File: src/rtl/oclib_pkg.sv
// Shared types and limits for the oclib reset sequencer.
package oclib_pkg;

    // Largest supported number of sequenced reset outputs.
    localparam int MaxResetSeqOutputs = 16;
    // Largest supported per-output acknowledge timeout, in cycles.
    localparam int MaxResetSeqTimeout = 65535;

    // Reset sequencer FSM states.
    typedef enum logic [2:0] {
        SEQ_ASSERT   = 3'd0,
        SEQ_HOLD     = 3'd1,
        SEQ_RELEASE  = 3'd2,
        SEQ_WAIT_ACK = 3'd3,
        SEQ_DONE     = 3'd4
    } reset_seq_state_e;

    // Bits needed for a counter that must reach max_val (always at least 1).
    function automatic int cnt_width(input int unsigned max_val);
        if (max_val < 32'd1) begin
            return 32'sd1;
        end else begin
            return $clog2(max_val + 32'd1);
        end
    endfunction

endpackage

File: src/rtl/oclib_reset_sequencer.sv
// oclib_reset_sequencer: asserts all downstream resets together, holds them,
// then releases them one at a time in index order, waiting for each domain's
// acknowledge plus a fixed gap before releasing the next one.
// Optional feature macro: OCLIB_RESET_SEQ_TIMEOUT_EN adds a sticky timeout
// output and stops waiting on an acknowledge after AckTimeout cycles.
module oclib_reset_sequencer
    import oclib_pkg::*;
#(
    parameter int Outputs    = 4,
    parameter int HoldCycles = 16,
    parameter int StepCycles = 4,
    parameter int AckTimeout = 255
) (
    input  logic               clock,
    input  logic               resetn,
    input  logic               request,
    input  logic [Outputs-1:0] ackIn,
    output logic [Outputs-1:0] resetOut,
`ifdef OCLIB_RESET_SEQ_TIMEOUT_EN
    output logic               timeout,
`endif
    output logic               done
);

    // Clamp the ack budget into the supported range.
    localparam int AckLimit = (AckTimeout < 1) ? 1 :
                              ((AckTimeout > MaxResetSeqTimeout) ? MaxResetSeqTimeout : AckTimeout);

    // One shared counter times HOLD, the release gap and the ack wait.
    localparam int CntMaxHs = (HoldCycles > StepCycles) ? HoldCycles : StepCycles;
    localparam int CntMax   = (CntMaxHs > AckLimit) ? CntMaxHs : AckLimit;
    localparam int CntW     = cnt_width(CntMax);
    localparam int IdxW     = cnt_width(Outputs - 1);

    localparam logic [CntW-1:0] HoldLast = CntW'(HoldCycles - 1);
    localparam logic [CntW-1:0] StepLast = CntW'(StepCycles - 1);
`ifdef OCLIB_RESET_SEQ_TIMEOUT_EN
    localparam logic [CntW-1:0] AckLast  = CntW'(AckLimit - 1);
`endif
    localparam logic [IdxW-1:0] LastIdx  = IdxW'(Outputs - 1);

    reset_seq_state_e   state_q, state_d;
    logic [CntW-1:0]    cnt_q, cnt_d;
    logic [IdxW-1:0]    idx_q, idx_d;
    logic               acked_q, acked_d;
    logic [Outputs-1:0] rst_out_q, rst_out_d;
    logic               done_q, done_d;
`ifdef OCLIB_RESET_SEQ_TIMEOUT_EN
    logic               timeout_q, timeout_d;
`endif

    logic               ack_sel_s;
    logic [IdxW-1:0]    nxt_idx_s;
    logic               step_last_s;

    // Pick the acknowledge belonging to the output currently being released.
    always_comb begin
        ack_sel_s = 1'b0;
        for (int i = 0; i < Outputs; i++) begin
            if (idx_q == IdxW'(i)) begin
                ack_sel_s = ackIn[i];
            end else begin
                ack_sel_s = ack_sel_s;
            end
        end
    end

    assign nxt_idx_s = idx_q + IdxW'(1);
    // The cycle in which the ack is first seen counts as the first gap cycle.
    assign step_last_s = acked_q ? (cnt_q >= StepLast) : (StepLast == {CntW{1'b0}});

    // Next-state and next-output logic; request overrides every state.
    always_comb begin
        state_d   = state_q;
        cnt_d     = cnt_q;
        idx_d     = idx_q;
        acked_d   = acked_q;
        rst_out_d = rst_out_q;
        done_d    = done_q;
`ifdef OCLIB_RESET_SEQ_TIMEOUT_EN
        timeout_d = timeout_q;
`endif
        if (request) begin
            state_d   = SEQ_ASSERT;
            cnt_d     = {CntW{1'b0}};
            idx_d     = {IdxW{1'b0}};
            acked_d   = 1'b0;
            rst_out_d = {Outputs{1'b1}};
            done_d    = 1'b0;
`ifdef OCLIB_RESET_SEQ_TIMEOUT_EN
            timeout_d = 1'b0;
`endif
        end else begin
            case (state_q)
                SEQ_ASSERT: begin
                    state_d   = SEQ_HOLD;
                    cnt_d     = {CntW{1'b0}};
                    idx_d     = {IdxW{1'b0}};
                    rst_out_d = {Outputs{1'b1}};
                    done_d    = 1'b0;
                end
                SEQ_HOLD: begin
                    if (cnt_q >= HoldLast) begin
                        state_d      = SEQ_RELEASE;
                        cnt_d        = {CntW{1'b0}};
                        idx_d        = {IdxW{1'b0}};
                        rst_out_d[0] = 1'b0;
                    end else begin
                        cnt_d = cnt_q + CntW'(1);
                    end
                end
                SEQ_RELEASE: begin
                    state_d = SEQ_WAIT_ACK;
                    cnt_d   = {CntW{1'b0}};
                    acked_d = 1'b0;
                end
                SEQ_WAIT_ACK: begin
                    if (acked_q || ack_sel_s) begin
                        acked_d = 1'b1;
                        if (step_last_s) begin
                            cnt_d   = {CntW{1'b0}};
                            acked_d = 1'b0;
                            if (idx_q >= LastIdx) begin
                                state_d = SEQ_DONE;
                                done_d  = 1'b1;
                            end else begin
                                state_d = SEQ_RELEASE;
                                idx_d   = nxt_idx_s;
                                for (int i = 0; i < Outputs; i++) begin
                                    if (nxt_idx_s == IdxW'(i)) begin
                                        rst_out_d[i] = 1'b0;
                                    end else begin
                                        rst_out_d[i] = rst_out_q[i];
                                    end
                                end
                            end
                        end else if (acked_q) begin
                            cnt_d = cnt_q + CntW'(1);
                        end else begin
                            cnt_d = CntW'(1);
                        end
                    end else begin
`ifdef OCLIB_RESET_SEQ_TIMEOUT_EN
                        // Give up on this ack and run the gap as if it arrived.
                        if (cnt_q >= AckLast) begin
                            timeout_d = 1'b1;
                            acked_d   = 1'b1;
                            cnt_d     = {CntW{1'b0}};
                        end else begin
                            cnt_d = cnt_q + CntW'(1);
                        end
`else
                        cnt_d = {CntW{1'b0}};
`endif
                    end
                end
                SEQ_DONE: begin
                    rst_out_d = {Outputs{1'b0}};
                    done_d    = 1'b1;
                end
                default: begin
                    state_d   = SEQ_ASSERT;
                    cnt_d     = {CntW{1'b0}};
                    idx_d     = {IdxW{1'b0}};
                    acked_d   = 1'b0;
                    rst_out_d = {Outputs{1'b1}};
                    done_d    = 1'b0;
                end
            endcase
        end
    end

    // State, counters and registered outputs with synchronous active-low reset.
    always_ff @(posedge clock) begin
        if (!resetn) begin
            state_q   <= SEQ_ASSERT;
            cnt_q     <= {CntW{1'b0}};
            idx_q     <= {IdxW{1'b0}};
            acked_q   <= 1'b0;
            rst_out_q <= {Outputs{1'b1}};
            done_q    <= 1'b0;
`ifdef OCLIB_RESET_SEQ_TIMEOUT_EN
            timeout_q <= 1'b0;
`endif
        end else begin
            state_q   <= state_d;
            cnt_q     <= cnt_d;
            idx_q     <= idx_d;
            acked_q   <= acked_d;
            rst_out_q <= rst_out_d;
            done_q    <= done_d;
`ifdef OCLIB_RESET_SEQ_TIMEOUT_EN
            timeout_q <= timeout_d;
`endif
        end
    end

    assign resetOut = rst_out_q;
    assign done     = done_q;
`ifdef OCLIB_RESET_SEQ_TIMEOUT_EN
    assign timeout  = timeout_q;
`endif

endmodule

File: config.mk
export PLATFORM = sky130hd
export DESIGN_NAME = oclib_reset_sequencer
export DESIGN_NICKNAME = d
export VERILOG_FILES = /design/src/rtl/oclib_pkg.sv /design/src/rtl/oclib_reset_sequencer.sv
export SDC_FILE = /design/constraint.sdc
export NUM_CORES = 1
export LEC_CHECK = 0
export CAP_MARGIN = 20
export CORE_UTILIZATION = 42
export CTS_BUF_LIST = sky130_fd_sc_hd__clkbuf_16
export DETAILED_ROUTE_END_ITERATION = 6
export SLEW_MARGIN = 20
export SYNTH_ARGS = -nofsm -noshare
export SYNTH_HDL_FRONTEND = slang
export SYNTH_SLANG_ARGS = --single-unit
File: constraint.sdc
create_clock -name clock -period 3 [get_ports clock]
set_input_delay 0.3 -clock clock [delete_from_list [all_inputs] [get_ports clock]]
set_output_delay 0.3 -clock clock [all_outputs]
set_load 0.01 [all_outputs]
# Word level (Yosys, flattened, before mapping)
# Index checks and enable logic that the tools add are counted.
op_classes:
  add_sub_neg: 2
  magnitude_cmp: 3
  n_eq_ne: 19
  mux: 37
  bitwise: 6
  n_reduce_logical: 16
ops:
  columns: ["operator", "count"]
  rows:
  - ["$mux W8", 4]
  - ["$pmux W8 S3", 1]
  - ["$reduce_and A5 Y1", 4]
  - ["$ne A2 B2 Y1 const B", 9]
  - ["$mux W1", 15]
  - ["$pmux W3 S5", 1]
  - ["$mux W3", 4]
  - ["$mux W4", 3]
  - ["$pmux W3 S3", 1]
  - ["$add A8 B1 Y8 const B", 1]
  - ["$eq A2 B2 Y1 const B", 4]
  - ["$ge A8 B2 Y1 const B", 1]
  - ["$ge A8 B4 Y1 const B", 1]
  - ["$mux W2", 4]
  - ["$reduce_and A4 Y1", 2]
  - ["$eq A3 B2 Y1 const B", 2]
  - ["$not A1 Y1", 6]
  - ["$pmux W2 S3", 1]
  - ["$reduce_and A6 Y1", 1]
  - ["$reduce_or A2 Y1", 3]
  - ["$eq A2 B1 Y1 const B", 2]
  - ["$logic_not A2 Y1", 2]
  - ["$pmux W1 S4", 1]
  - ["$eq A3 B1 Y1 const B", 1]
  - ["other kinds (9)", 9]
word_totals:
  reg_bits: 19
  output_inout_bits: 5
  wordCells: 92

# Longest topological paths before layout
logic_depth:
  depth_word: 8
  ltp_mapped: 6
  depth_no_buf: 6

# Least setup slack after synthesis
# Ideal clock, no wire load.
synth_timing:
  kind: "register -> register"
  from: "register cnt_q[4]"
  to: "register idx_q[0]"
  arrival_time_ps: 1536
  required_time_ps: 2867
  slack_ps: 1331
  path_stages_with_launch: 5
  synth_period_minus_slack_ps: 1669
  cell_sequence: "dfxtp_1 > or4_4 > o41ai_4 > a211oi_1 > mux2i_1"
synth_between:
  elab_chain_cells: 4
  word_cells_on_any_way: 6
synth_lines:
  columns: ["element", "line", "source"]
  rows:
  - ["from (decl)", "oclib_reset_sequencer.sv:43", "logic [CntW-1:0] cnt_q, cnt_d;"]
  - ["from (signal assigned)", "oclib_reset_sequencer.sv:177", "cnt_q <= {CntW{1'b0}};"]
  - ["from (signal assigned)", "oclib_reset_sequencer.sv:187", "cnt_q <= cnt_d;"]
  - ["$ge A8 B2 Y1", "oclib_reset_sequencer.sv:70", "assign step_last_s = acked_q ? (cnt_q >= StepLast) : (StepLast == {CntW{1'b0}});"]
  - ["$mux W1", "oclib_reset_sequencer.sv:70", null]
  - ["$ne A2 B2 Y1 (no source line)", null, null]
  - ["$reduce_and A5 Y1 (no source line) *", null, null]
  - ["to (signal assigned)", "oclib_reset_sequencer.sv:178", "idx_q <= {IdxW{1'b0}};"]
  - ["to (signal assigned)", "oclib_reset_sequencer.sv:188", "idx_q <= idx_d;"]
  - ["to (decl)", "oclib_reset_sequencer.sv:44", "logic [IdxW-1:0] idx_q, idx_d;"]
# Mark *: on every way between the ends. The rest lies on a longest branch, timed or not.
# A chain may end at the register's enable or synchronous reset.

# Worst setup path after layout
layout_timing:
  from: "register cnt_q[4]"
  to: "register cnt_q[0]"
layout_between:
  elab_chain_cells: 5
  word_cells_on_any_way: 7
layout_lines:
  columns: ["element", "line", "source"]
  rows:
  - ["$ge A8 B2 Y1", "oclib_reset_sequencer.sv:70", null]
  - ["$mux W1", "oclib_reset_sequencer.sv:70", null]
  - ["$mux W8", "oclib_reset_sequencer.sv:120", "if (step_last_s) begin"]
  - ["$mux W8", "oclib_reset_sequencer.sv:118", "if (acked_q || ack_sel_s) begin"]
  - ["$pmux W8 S3 *", "oclib_reset_sequencer.sv:94", "case (state_q)"]
# Marked as above.

==> metrics.md <==
| Metric | Value |
|---|---|
| Worst setup EP type | flip-flop |
| # IOs | 12 |
| Ys flop type | dfxtp_1 |
| Status | completed |
| CTS tree | built |
| Most frequent cells in the layout | 19 x dfxtp_1, 12 x a21oi_1, 11 x clkdlybuf4s50_1, 10 x inv_1, 10 x nand2_1 |
| Multi-input gate area | ~660 µm² |
| Hold/Removal Path Class | reg -> reg |
| Largest net degree at the start of global routing | 13 |
| GP Congestion | 0.8090 |
| Worst Setup Start Kind | flip-flop |
| Fraction of the yosys area taken by sequential cells | between 30% and 40% |
| R2r setup slk | between 1000 and 1500 ps |
| Num rows | 18 |
| Diode count | 0 |
| Max_cap viols | 0 |
| Antenna viol nets, final | 0 |
| Post-route minimum period | between 1500 and 2000 ps |
| Postcts setup bufs | 0 |
| Worst-path clk slew | ~50 ps |
| Die extent in y | around 53 µm |
| Total Routing Usage GR | just under 20% |
| WL final | ~2.3 mm |
| Grt ovf | 0 |
| Share of layout cells above drive strength 1 | around 7.4% |
| WL met1 | roughly 1.2 mm |
| Max Clk Rate | roughly 540 MHz |
| Dpl cells | 162 |
| Max Used Layer | met4 |
| Slew Limit Fails | 0 |
| Drt initial violations | 20 |
| RSZ-0062 raised after global routing | false |
| DR vias/cell | 5.759 |
| IO buf count | 11 |
| Worst-path maximum fanout | 5 |
| Die X | approximately 53 µm |
| Ys async rst share | 0% |
| DIE AREA | around 0.0028 mm² |
| Leakage | ~0.53 nW |
| Vias | approximately 960 |
| Clk buf depth | 2 |
| Arr. time, crit path | approximately 2000 ps |
| Endpoints failing hold | 0 |
| Hold bufs inserted after CTS | 0 |
| Initial Util | between 40% and 50% |
| Clk_skew | 1.594 ps |
| Clock Latency Late Sink | between 200 and 300 ps |
| Synthesized instance count | about 130 |
| Cell area after synthesis | about 0.0011 mm² |
| CTS H-tree lvls | 1 |
| WL met2 | around 1.0 mm |
| Post-synthesis cell type count | 39 |
| EDFF count, synth | 0 |
| Vias in the first global route | a little over 800 |
| Synthesized net count | around 140 |
| Initial antenna violation count | 0 |
| Relative slew slack | between 50% and 60% |
| Setup slack after layout | 1157 ps |
| Area grow syn2layout | 19.36% |
| Required time worst endpoint | around 3200 ps |
| Fillcell total | 240 |
| Ys Warns | 0 |
| Metal3 WL | about 86 µm |
| DP HPWL | roughly 1.7 mm |
| Setup Crit Path Kind | reg -> reg |
| CTS Root Cell | clkbuf_16 |
| First-pass GRT wire length | 3.946 mm |
| Nets | 150 |
| Final Non-Filler Cells | between 150 and 200 |
| DRC | 0 |
| Final TNS setup | 0 ps |
| Slew at the pin closest to its max-slew limit | 661.8 ps |
| Post-synthesis register bit count | 19 |
| Setup WS pre-CTS | 1141 ps |
| Final Setup Violations | 0 |
| Core box area | ~0.0025 mm² |
| DR pass1 iterations | 4 |
| Commonest non-fill, non-tap cell in the layout | dfxtp_1 |
| Clock sink count | 19 |
| PwrDens | around 440 mW/mm² |
| Register area | around 380 µm² |
| Fin crit share | approximately 60% |
| VDD IR-drop max | ~0.00038 V |
| Routed len/inst | around 14 µm |
| Post-cts resize count | 0 |
| Inserted Clock Buffers | 3 |
| Mapped Avg Cell Area | around 8.7 µm² |
## where the power goes
part | switching (mW) | leakage [nW] | internal (mW)
combinational | 0.0207 | 0.336 | 0.0218
sequential | 0.00580 | 0.154 | 0.256
clock | 0.0904 | 0.0423 | 0.177
total | 0.117 | 0.532 | 0.455
## cell usage after synthesis, drive strengths merged (2+ instances only)
library cell | n | area share [%]
nand2 | 10 | 3.4
nand2b | 6 | 3.4
nor3 | 3 | 1.4
ha | 6 | 6.9
a21o | 2 | 1.4
nand3b | 3 | 2.1
a31oi | 2 | 1.1
buf | 2 | 0.69
o21ai | 4 | 1.8
o211ai | 5 | 3.9
mux2i | 2 | 1.8
and3 | 5 | 2.9
dfxtp | 19 | 35
a21oi | 12 | 5.5
inv | 9 | 3.1
nor3b | 2 | 1.4
nor2 | 2 | 0.69
o311ai | 3 | 2.4
clkbuf | 4 | 1.4
nand3 | 4 | 1.8
nor4 | 2 | 1.7
a211oi | 2 | 1.4
nor2b | 3 | 1.7
## worst paths after layout
| kind | startpoint | to | depth (start not counted) |
|---|---|---|---|
| worst max register to register | cnt_q[4]$_SDFFE_PP0N_ | cnt_q[0]$_SDFFE_PP0N_ | 4 |
| worst min-delay path | resetOut[0]$_SDFFE_PP1P_ | resetOut[0]$_SDFFE_PP1P_ | 2 |
| worst min register to register | resetOut[0]$_SDFFE_PP1P_ | resetOut[0]$_SDFFE_PP1P_ | 2 |
| worst max-delay path | cnt_q[4]$_SDFFE_PP0N_ | cnt_q[0]$_SDFFE_PP0N_ | 4 |
## through the flow
| stage | util, % | hold WS [ps] | area (µm²) | power, mW |
|---|---|---|---|---|
| CTS | 52.63 | 470.2 | 1304 | 0.5819 |
| finish | 52.63 | 468.1 | 1304 | 0.5722 |
| global placement | 49.44 | 449.3 | 1225 | 0.3096 |
| detailed placement | 49.44 | 457.9 | 1225 | 0.3098 |
| floorplan | - | 466.7 | 1092 | 0.2923 |
| global route | 52.63 | 505.1 | 1304 | 0.5989 |
## routing by layer
| metal | GRT usage, % | up-vias |
|---|---|---|
| met4 | 6.579 | 0 |
| met2 | 27.85 | 18 |
| li1 | - | 483 |
| met5 | 0 | - |
| met3 | 6.034 | 2 |
| met1 | 27.27 | 453 |
## logic make-up after synthesis
family,Yosys count,share of synthesized area (%)
XOR/XNOR,1,0.8020
AND/OR/NAND/NOR,44,23.83
adder cells (fa/ha/maj),6,6.873
flip-flops,19,34.82
multiplexers,2,1.833
AO/OA/AOI/OAI,39,26.69
buffers and inverters,15,5.154
## final cells by class
class,count,share of cell area (%)
Clock buffer,3,5.758
Clock inverter,1,0.2879
Inverter,9,2.591
Multi-Input combinational cell,92,50.29
Sequential cell,19,29.17
Tap cell,30,2.879
Timing Repair Buffer,12,9.021
## flip-flops by register name (all words and copies together) (netlist names)
name      count
cnt_q         8
state_q       3
idx_q         2
acked_q       1
resetOut      4
done          1
## worst max-delay path: stages (launching register included)
cell and delay, ps:
dfxtp_1 320, or4_4 560, nor4_2 480, nand2b_1 130
a311oi_2 260
No activity file was read; power rests on OpenSTA's default activity.
==> edit (same settings) <==
Make the reset (`resetn`) asynchronous in one clocked block. Comments in the files are not updated.
--- a/src/rtl/oclib_reset_sequencer.sv
+++ b/src/rtl/oclib_reset_sequencer.sv
@@ -173,3 +173,3 @@
     // State, counters and registered outputs with synchronous active-low reset.
-    always_ff @(posedge clock) begin
+    always_ff @(posedge clock or negedge resetn) begin
         if (!resetn) begin
Function: same outputs for any inputs over 10 cycles, from zero or initial values and one cycle with resetn low; that may be too few to reach the edited logic, so the function may still have changed.
==> edit against the unedited design <==
Design area increased by 3.5%; sequential share of layout area increased by 6.4 points; synthesized area increased by 6.1%; worst hold slack improved by 0.041 ns; routed wire length decreased by 4.0%; worst setup slack got worse by 0.089 ns; sequential cell count unchanged; critical endpoint is now idx_q[0].
Power is not compared: it rests on default switching activity, and its combinational part moved more than twofold at a synthesized area within 25%.
==> edit: results (changes against the unedited design) <==
The reg-to-reg startpoint is cnt_q[0] (was cnt_q[4]). The number of nets in the finished design is 142 (was 150). Top post-synthesis cells by count: sky130_fd_sc_hd__dfrtp_1 (15), sky130_fd_sc_hd__nand2_1 (13), sky130_fd_sc_hd__nor2_1 (10) (was sky130_fd_sc_hd__dfxtp_1 (19), sky130_fd_sc_hd__a21oi_1 (12), sky130_fd_sc_hd__nand2_1 (10)). The register area share after synthesis came out at 41.47% (was 34.82%). The capturing element of the worst setup path is idx_q[0] (was cnt_q[0]). The minimum setup slack in the final design is 1.069 ns (was 1.157 ns).

The maximum number of pins on one net before global-route repair came out at 20 (was 13). The first-pass GRT wire length is 3.594 mm (was 3.946 mm). The post-placement cell area came out at 1270 um^2 (was 1225 um^2). Top post-synthesis cells by area: sky130_fd_sc_hd__dfrtp_1 (32%), sky130_fd_sc_hd__dfstp_2 (9.1%), sky130_fd_sc_hd__ha_1 (6.5%) (was sky130_fd_sc_hd__dfxtp_1 (35%), sky130_fd_sc_hd__ha_1 (6.9%), sky130_fd_sc_hd__a21oi_1 (5.5%)).

The met1 layer usage reported by global route is 25.72% (was 27.27%). The met3 wirelength from detailed routing is 46 um (was 86 um). The number of distinct library cell variants in the gate-level netlist after synthesis is 43 (was 39). The highest cell delay on the worst timing path was 0.70 ns (was 0.56 ns).

The last weighted congestion value of the routability-driven placer came out at 0.8338 (was 0.8090). The worst endpoint data arrival time came out at 2.06 ns (was 2.01 ns). The synthesized instance count was 118 (was 126). The number of global-route vias before repair is 802 (was 822). The share of async-settable or async-resettable flops after synthesis came to 100.0% (was 0%).

The critical hold path startpoint is done (was resetOut[0]). The number of placed cells counting well taps came out at 154 (was 162). The total routing usage reported by global routing is 17.32% (was 19.52%). Run status: finished clean (unchanged). The maximum clock skew at final layout came out at 0.003323 ns (was 0.001594 ns). The worst slack at placement is 0.8246 ns (was 1.141 ns). The post-synth net total is 131 (was 139). The worst-case reg-to-reg path depth came out at 6 (was 4). The met2 wire length was 958 um (was 1.013 mm). The overall via count from detail_route is 868 (was 956). The global-route track usage on met2 is 23.78% (was 27.85%). The half-perimeter wire length after placement was 1.594 mm (was 1.651 mm). The share of final-layout standard cells stronger than drive strength 1 is 12.50% (was 7.353%). The met3 routing resource usage after global routing came out at 4.167% (was 6.034%). The sum of routed wire segments on met1 came out at 1.161 mm (was 1.180 mm).
edit: area by class of cell:
type / instances / area (um^2)
fillers: 241 / 1196
multi-input cells: 89 / 623.1
flip-flops and latches: 19 / 480.5
repair buffers: 11 / 110.1
clock buffers: 3 / 75.07
well taps: 30 / 37.54
inverters: 5 / 18.77
clock inverters: 1 / 3.754
edit: cells by family (layout without fill, tap and decap cells):
family	count (synthesis)	count (layout)	share of synthesized area [%]
XOR/XNOR	3	3	2.268
AO/OA/AOI/OAI	31	31	17.82
multiplexers	2	2	1.836
AND/OR/NAND/NOR	47	47	25.38
flip-flops	19	19	41.47
adder cells (fa/ha/maj)	6	6	6.479
buffers and inverters	10	20	4.751
edit: worst min-delay path by stage:
stage | endpoint | slack, ns | cells past startpoint
3_3_place_gp | done | 0.50 | 2
2_1_floorplan | acked_q | 0.004 | 0
5_1_grt | done | 0.53 | 2
6_report | done | 0.51 | 2
4_1_cts | done | 0.51 | 2
3_5_place_dp | done | 0.50 | 2
